--- src/rtl/uart_tx.sv ---
// 8N1 UART transmitter with a one-deep holding register for back-to-back frames.
// All outputs are registered; status flags are sticky until cleared by the host.
module uart_tx #(
    parameter int unsigned BAUD_CLKS = 43,
    parameter int unsigned BAUD_W    = 6
) (
    input  logic       clk,
    input  logic       rst_n,
    input  logic       trmt,
    input  logic [7:0] tx_data,
    input  logic       clr_done,
    output logic       TX,
    output logic       busy,
    output logic       tx_done,
    output logic       hold_full,
    output logic       overrun
);

    typedef enum logic [1:0] {IDLE, START, DATA, STOP} state_t;

    localparam logic [BAUD_W-1:0] BAUD_LAST = BAUD_W'(BAUD_CLKS - 1);

    state_t            state, state_n;
    logic [BAUD_W-1:0] baud_cnt, baud_cnt_n;
    logic [2:0]        bit_cnt, bit_cnt_n;
    logic [7:0]        shift_reg, shift_n;
    logic [7:0]        hold_reg, hold_n;
    logic              hold_full_n, tx_n, busy_n, tx_done_n, overrun_n;
    logic              bit_end, frame_end;

    assign bit_end = (baud_cnt == BAUD_LAST);

    always_comb begin
        state_n     = state;
        baud_cnt_n  = bit_end ? '0 : baud_cnt + 1'b1;
        bit_cnt_n   = bit_cnt;
        shift_n     = shift_reg;
        hold_n      = hold_reg;
        hold_full_n = hold_full;
        tx_n        = TX;
        tx_done_n   = tx_done;
        overrun_n   = overrun;
        frame_end   = 1'b0;

        // Clears are applied first so that any set below takes priority.
        if (clr_done) begin
            tx_done_n = 1'b0;
            overrun_n = 1'b0;
        end

        case (state)
            IDLE: begin
                baud_cnt_n = '0;
                bit_cnt_n  = '0;
                tx_n       = 1'b1;
                if (trmt) begin
                    shift_n   = tx_data;
                    state_n   = START;
                    tx_n      = 1'b0;
                    tx_done_n = 1'b0;
                end
            end
            START: begin
                if (bit_end) begin
                    state_n   = DATA;
                    bit_cnt_n = '0;
                    tx_n      = shift_reg[0];
                end
            end
            DATA: begin
                if (bit_end) begin
                    if (bit_cnt == 3'd7) begin
                        state_n = STOP;
                        tx_n    = 1'b1;
                    end else begin
                        shift_n   = shift_reg >> 1;
                        tx_n      = shift_reg[1];
                        bit_cnt_n = bit_cnt + 3'd1;
                    end
                end
            end
            STOP: begin
                if (bit_end) begin
                    frame_end = 1'b1;
                    tx_done_n = 1'b1;
                    if (hold_full) begin
                        // Queued byte goes out next; a same-cycle trmt refills the hold.
                        shift_n     = hold_reg;
                        state_n     = START;
                        tx_n        = 1'b0;
                        hold_full_n = trmt;
                        if (trmt) hold_n = tx_data;
                    end else if (trmt) begin
                        shift_n = tx_data;
                        state_n = START;
                        tx_n    = 1'b0;
                    end else begin
                        state_n = IDLE;
                        tx_n    = 1'b1;
                    end
                end
            end
            default: begin
                state_n    = IDLE;
                tx_n       = 1'b1;
                baud_cnt_n = '0;
                bit_cnt_n  = '0;
            end
        endcase

        if (trmt && (state != IDLE) && !frame_end) begin
            if (!hold_full) begin
                hold_n      = tx_data;
                hold_full_n = 1'b1;
            end else begin
                overrun_n = 1'b1;
            end
        end

        busy_n = (state_n != IDLE);
    end

    always_ff @(posedge clk) begin
        if (!rst_n) begin
            state     <= IDLE;
            baud_cnt  <= '0;
            bit_cnt   <= '0;
            shift_reg <= '0;
            hold_reg  <= '0;
            hold_full <= 1'b0;
            TX        <= 1'b1;
            busy      <= 1'b0;
            tx_done   <= 1'b0;
            overrun   <= 1'b0;
        end else begin
            state     <= state_n;
            baud_cnt  <= baud_cnt_n;
            bit_cnt   <= bit_cnt_n;
            shift_reg <= shift_n;
            hold_reg  <= hold_n;
            hold_full <= hold_full_n;
            TX        <= tx_n;
            busy      <= busy_n;
            tx_done   <= tx_done_n;
            overrun   <= overrun_n;
        end
    end

endmodule

--- config.mk ---
export PLATFORM = sky130hd
export DESIGN_NAME = uart_tx
export DESIGN_NICKNAME = d
export VERILOG_FILES = /design/src/rtl/uart_tx.sv
export SDC_FILE = /design/constraint.sdc
export NUM_CORES = 1
export LEC_CHECK = 0
export CAP_MARGIN = 10
export CORE_UTILIZATION = 41
export CTS_CLUSTER_DIAMETER = 40
export DETAILED_ROUTE_END_ITERATION = 8
export HOLD_SLACK_MARGIN = 0.02
export SLEW_MARGIN = 10
export SYNTH_ARGS = -nofsm -noshare
export SYNTH_HDL_FRONTEND = slang
export SYNTH_SLANG_ARGS = --single-unit
--- constraint.sdc ---
create_clock -name clk -period 1.98 [get_ports clk]
set_clock_uncertainty 0.2 [all_clocks]
set_input_delay 0.396 -clock clk [delete_from_list [all_inputs] [get_ports clk]]
set_output_delay 0.396 -clock clk [all_outputs]
set_load 0.1 [all_outputs]
==> results of run 1 <==
## cell usage after synthesis (all sizes together), types with 2 or more instances
| master | instances | share of area [%] |
|---|---|---|
| a21boi | 2 | 0.95 |
| a21oi | 13 | 4.6 |
| a222oi | 7 | 4.4 |
| and2 | 3 | 1.2 |
| buf | 2 | 0.55 |
| clkbuf | 6 | 1.4 |
| dfxtp | 32 | 40 |
| ha | 8 | 6.3 |
| inv | 6 | 1.4 |
| mux2i | 9 | 5.7 |
| nand2 | 27 | 6.4 |
| nand2b | 3 | 1.2 |
| nand3 | 9 | 2.8 |
| nor2 | 10 | 2.4 |
| nor3 | 5 | 1.6 |
| o21a | 3 | 1.4 |
| o21ai | 6 | 1.9 |
| o2bb2ai | 7 | 3.9 |
| or2 | 2 | 0.79 |
| or3 | 2 | 0.79 |
| or3b | 2 | 1.1 |
| or4 | 2 | 1.2 |
| xnor2 | 2 | 1.1 |
| xor2 | 2 | 1.1 |
## final cells by class
class,instances,area (um^2)
fill,309,1270
multi-input combinational,134,1060
sequential,32,648
timing repair buffer,53,512
clock buffer,5,68.8
tap,48,60.1
clock inverter,3,46.3
inverter,7,26.3
## worst paths after layout
| kind | end | start | slack, ns | depth (start not counted) |
|---|---|---|---|---|
| setup / recovery | bit_cnt[0] | bit_cnt[0] | -0.11 | 6 |
| setup reg to reg | bit_cnt[0] | bit_cnt[0] | -0.11 | 6 |
| hold reg to reg | hold_reg[2] | hold_reg[2] | 0.26 | 2 |
| hold / removal | hold_reg[2] | hold_reg[2] | 0.26 | 2 |
## cells by family after synthesis
family	share of synthesized area [%]
AO/OA/AOI/OAI	21.3
XOR/XNOR	2.21
adder cells (fa/ha/maj)	6.32
buffers and inverters	3.64
flip-flops	40.5
multiplexers	5.69
AND/OR/NAND/NOR	20.3
## cell usage in the layout, fill, tap and decap left out, drive strengths merged, types with 2 or more instances in the layout
master	instances
a21boi	2
a21oi	13
a222oi	7
and2	3
buf	42
clkbuf	5
clkdlybuf4s50	11
dfxtp	32
ha	8
inv	7
mux2i	9
nand2	27
nand2b	3
nand3	9
nor2	10
nor3	5
o21a	3
o21ai	6
o2bb2ai	7
or2	2
or3	2
or3b	2
or4	2
xnor2	2
xor2	2
## worst min-delay path, cell delays in order (launching register included)
cell and delay, ns:
dfxtp_1 0.32, nand2_1 0.05, mux2i_1 0.05
## stage by stage
stage / hold slack [ns] / total power, uW / setup TNS [ns] / instance area [um^2]
2_1_floorplan: 0.230 / 857 / -0.211 / 1620
3_3_place_gp: 0.243 / 976 / -0.915 / 2100
3_5_place_dp: 0.254 / 982 / -1.49 / 2100
5_1_grt: 0.291 / 1730 / -0.917 / 2420
6_report: 0.265 / 1660 / -0.347 / 2420
4_1_cts: 0.269 / 1640 / -0.170 / 2270
## what timing repair did
item / CTS / global route
gates cloned: 0 / 0
endpoints found under the setup margin: 20 / 22
pin swaps: 5 / 13
setup buffers: 2 / 5
gates resized for setup: 10 / 28
## per-layer routing
layer	track usage (%)	share of wire [%]	vias to the layer above
li1	-	-	755
met1	27.1	44	733
met2	34.7	51	28
met3	6.07	3.0	10
met4	10.6	2.1	0
met5	0	0	-
## power groups by stage
stage          sequential [uW]  clock, uW  combinational, uW
2_1_floorplan              756          0                100
3_3_place_gp               712          0                264
3_5_place_dp               714          0                268
4_1_cts                    700        660                280
5_1_grt                    706        696                327
6_report                   702        651                308
==> results.sh, run 1 <==
export IMPL_die_area_mm2=0.00411
export IMPL_powerDensity_mw_per_mm2=685
export IMPL_overflow=0
export IMPL_layout_nets=253
export IMPL_synth_seq_cells=32
export IMPL_avgViaCountPerCell=5.41
export IMPL_fin_crit_sh_pct=106
export IMPL_outcome="complete, but fails checks"
export IMPL_placed_cells=267
export IMPL_place_ws_ns=-0.167
export IMPL_fin_util_pct=65.7
export IMPL_ys_flop_type="dfxtp_1"
export IMPL_worst_slew_pin_transition_ns=0.472
export IMPL_startpoint_type="flop"
export IMPL_drt_initial_drc_count=95
export IMPL_die_h_um=64.1
export IMPL_synth_fp_nets=201
export IMPL_crit_buf_inv=0
export IMPL_internal_power_uw=1190
export IMPL_numCtsBuffers=5
export IMPL_setup_viol=10
export IMPL_arrival_ns=2.11
export IMPL_drive_gt1_share_pct=37.2
export IMPL_firstDrtPassIters=4
export IMPL_cts_root_buf="clkbuf_8"
export IMPL_violations="setup timing"
export IMPL_synth_cell_types=38
export IMPL_switching_share_pct=28.0
export IMPL_grt_pass1_vias=1537
export IMPL_ir_drop_v=0.000478
export IMPL_fp_dieW_um=64.1
export IMPL_slew_headroom_pct=68.5
export IMPL_p_seq_share_pct=42.3
export IMPL_layout_min_cycle_time_ns=2.09
export IMPL_timing_final_ws_setup_ns=-0.111
export IMPL_yosysWarnings=0
export IMPL_path_class="reg -> reg"
export IMPL_antenna_found_initial=0
export IMPL_combPwrFrac_pct=18.5
export IMPL_antenna_cells=0
export IMPL_netlist_area_mm2=0.00158
export IMPL_cp_max_fo=3
export IMPL_p_sw_uw=466
export IMPL_syn_inst=181
export IMPL_num_vias=1526
export IMPL_cap_violations=0
export IMPL_p_clk_share_pct=39.2
export IMPL_max_stage_delay_ns=0.54
export IMPL_hpwl_um=2830
export IMPL_slowest_stage="or4_4"
export IMPL_grt_pass1_wl_um=6870
export IMPL_route_detailed_drc=0
export IMPL_start_util_pct=42.9
export IMPL_cp_top_family="simple AND/OR/NAND/NOR gates"
export IMPL_wl_per_cell_um=14.8
export IMPL_place_congestion=0.824
export IMPL_async_flop_share_pct=0
export IMPL_yosysSeqAreaShare_pct=40.5
export IMPL_syn2layout_area_growth_pct=53.0
export IMPL_clk_pin_slew_ns=0.08
export IMPL_rows=22
export IMPL_clock_path_buffers=2
export IMPL_drtAntennaViolNets=0
export IMPL_postCtsHoldBufs=0
export IMPL_hp_class="reg -> reg"
export IMPL_cts_tree="done"
export IMPL_synth_edff_count=0
export IMPL_h_tree_depth=2
export IMPL_finalHoldViolCount=0
export IMPL_io_pins=17
export IMPL_max_freq_mhz=478
export IMPL_p_leak_uw=0.000918
export IMPL_layoutNonFillerInstCount=282
export IMPL_cp_common_cell="ha_4"
export IMPL_rsz0062_at_grt="true"
export IMPL_cp_required_ns=2.00
export IMPL_wl_um=4170
export IMPL_port_buffer_count=16
export IMPL_crit_chain="ha_4 -> ha_4 -> and2_4 -> or4_4 -> or3b_1 -> a21oi_2"
export IMPL_design_core_area_mm2=0.00369
export IMPL_cts_num_sinks=32
export IMPL_slew_viol_final=0
export IMPL_clk_latency_ns=0.29
export IMPL_grt_use_total_pct=21.8
export IMPL_grt_max_degree=22
export IMPL_crit_path_end_kind="flop"
export IMPL_synth_area_per_cell_um2=8.74
Note: power is estimated with default switching activity, not from simulation.
==> inputs of run 2 (changes only) <==
Settings changed: SLEW_MARGIN 10 to 20.
==> results of run 2 <==
Same layout as run 1: the final DEF is identical, and so are final timing and power.
==> inputs of run 3 (changes only) <==
Settings changed: CTS_BUF_LIST set to sky130_fd_sc_hd__clkbuf_16.
==> run 3 against run 2 <==
Compared with the run above:
- the run still ends with setup timing left
- worst hold slack got worse by 0.0041 ns
- sequential power barely moved
- cell count did not move
- critical path depth did not move
- core utilization rose by 1.6 points
- via count rose by 1.0%
- sequential cell count did not move
- critical path type unchanged
- largest cell class unchanged
==> results.sh, run 3 (synthesis gave the netlist of run 1 again) <==
export IMPL_drive_gt1_share_pct=37.6
export IMPL_crit_end="bit_cnt[0]"
export IMPL_grt_use_total_pct=22.0
export IMPL_postCtsHoldBufs=0
export IMPL_route_detailed_drc=0
export IMPL_overflow=0
export IMPL_design_core_area_mm2=0.00369
export IMPL_path_class="reg -> reg"
export IMPL_cts_tree="done"
export IMPL_crit_buf_inv=0
export IMPL_r2r_start="bit_cnt[0]"
export IMPL_fin_crit_sh_pct=106
export IMPL_numCtsBuffers=5
export IMPL_violations="setup timing"
export IMPL_die_area_mm2=0.00411
export IMPL_clk_pin_slew_ns=0.06
export IMPL_grt_pass1_wl_um=6960
export IMPL_io_pins=17
export IMPL_cts_root_buf="clkbuf_16"
export IMPL_mostFrequentLayoutCell="buf_4"
export IMPL_ff2ff_setup_slack_ns=-0.11
export IMPL_syn2layout_area_growth_pct=56.8
export IMPL_crit_chain="ha_4 -> ha_4 -> and2_4 -> or4_4 -> or3b_1 -> a21oi_2"
export IMPL_startpoint_type="flop"
export IMPL_cp_depth=6
export IMPL_grt_max_degree=22
export IMPL_start_util_pct=42.9
export IMPL_fin_hold_ws_ns=0.261
export IMPL_crit_path_end_kind="flop"
export IMPL_cp_top_family="simple AND/OR/NAND/NOR gates"
export IMPL_max_stage_delay_ns=0.54
export IMPL_wl_um=4240
export IMPL_clk_latency_ns=0.28
export IMPL_hpwl_um=2830
export IMPL_fin_util_pct=67.3
export IMPL_cp_required_ns=1.99
export IMPL_grt_pass1_vias=1524
export IMPL_layout_nets=253
export IMPL_place_congestion=0.824
export IMPL_slowest_stage="or4_4"
export IMPL_layout_min_cycle_time_ns=2.09
export IMPL_drt_initial_drc_count=111
export IMPL_firstDrtPassIters=4
export IMPL_die_h_um=64.1
export IMPL_rsz0062_at_grt="true"
export IMPL_worstReg2RegEnd="bit_cnt[0]"
export IMPL_max_freq_mhz=478
export IMPL_num_vias=1542
export IMPL_powerDensity_mw_per_mm2=768
export IMPL_worst_slew_pin_transition_ns=0.460
export IMPL_cp_max_fo=3
export IMPL_finalHoldViolCount=0
export IMPL_cp_common_cell="ha_4"
export IMPL_clock_path_buffers=2
export IMPL_critPathLaunch="bit_cnt[0]"
export IMPL_cap_violations=0
export IMPL_slew_headroom_pct=69.3
export IMPL_timing_final_ws_setup_ns=-0.112
export IMPL_outcome="complete, but fails checks"
export IMPL_setup_viol=10
export IMPL_fp_dieW_um=64.1
export IMPL_antenna_cells=0
export IMPL_r2r_cells=6
export IMPL_hp_class="reg -> reg"
export IMPL_wl_per_cell_um=15.0
export IMPL_arrival_ns=2.10
export IMPL_antenna_found_initial=0
export IMPL_p_leak_uw=0.000946
export IMPL_avgViaCountPerCell=5.47
export IMPL_cts_num_sinks=32
export IMPL_hold_depth=2
export IMPL_port_buffer_count=16
export IMPL_ir_drop_v=0.000541
export IMPL_drtAntennaViolNets=0
export IMPL_final_cell_mix="buf_4 (33), dfxtp_1 (25), nand2_1 (25)"
export IMPL_rows=22
export IMPL_h_tree_depth=2
export IMPL_slew_viol_final=0
-- run 3: cell counts in the layout (fill, tap and decap cells not counted) --
Identical to the previous run, type by type.
-- run 3: what timing repair did --
action	CTS	global route
gates resized for setup	13	27
buffers inserted	2	5
setup endpoints to repair	20	22
pin swaps	4	12
-- run 3: how the worst min path moves through the flow --
stage	start	end
floorplan	baud_cnt[0]	baud_cnt[0]
global placement	shift_reg[6]	shift_reg[6]
detailed placement	shift_reg[5]	shift_reg[5]
CTS	hold_reg[1]	hold_reg[1]
global route	hold_reg[4]	hold_reg[4]
finish	hold_reg[2]	hold_reg[2]
-- run 3: layer usage --
metal | wire length (um) | share of wire, % | track usage [%] | up-vias
met2 | 2120 | 50 | 36.0 | 41
met4 | 53 | 1.3 | 10.6 | 0
met5 | 0 | 0 | 0 | -
met3 | 175 | 4.1 | 4.46 | 6
met1 | 1890 | 45 | 27.6 | 732
li1 | - | - | - | 763
-- run 3: tightest hold or removal path, delay by kind of cell (launching register included) --
family           cells  cell delay [ns]
multiplexers         1             0.05
AND/OR/NAND/NOR      1             0.05
flip-flops           1             0.31
-- run 3: area by class of cell --
class	count	area [um^2]
Sequential cell	32	649
Clock inverter	3	46.3
Multi-Input combinational cell	134	1060
Fill cell	307	1210
Inverter	7	26.3
Tap cell	48	60.1
Timing Repair Buffer	53	512
Clock buffer	5	125
-- run 3: power breakdown --
part / leakage (uW) / total, uW / switching, uW / internal [uW]
registers: 0.000264 / 703 / 26.7 / 676
logic: 0.000602 / 308 / 169 / 139
clock network: 0.0000804 / 894 / 297 / 597
-- run 3: metrics by stage --
step	area, um^2	power, uW	setup slack, ns	TNS, ns	cells
after floorplan	1620	857	-0.0817	-0.211	181
after global placement	2100	976	-0.104	-0.915	267
after detailed placement	2100	982	-0.167	-1.49	267
after CTS	2340	1890	-0.140	-0.157	277
after global routing	2480	1970	-0.154	-1.10	282
final	2480	1900	-0.112	-0.384	282
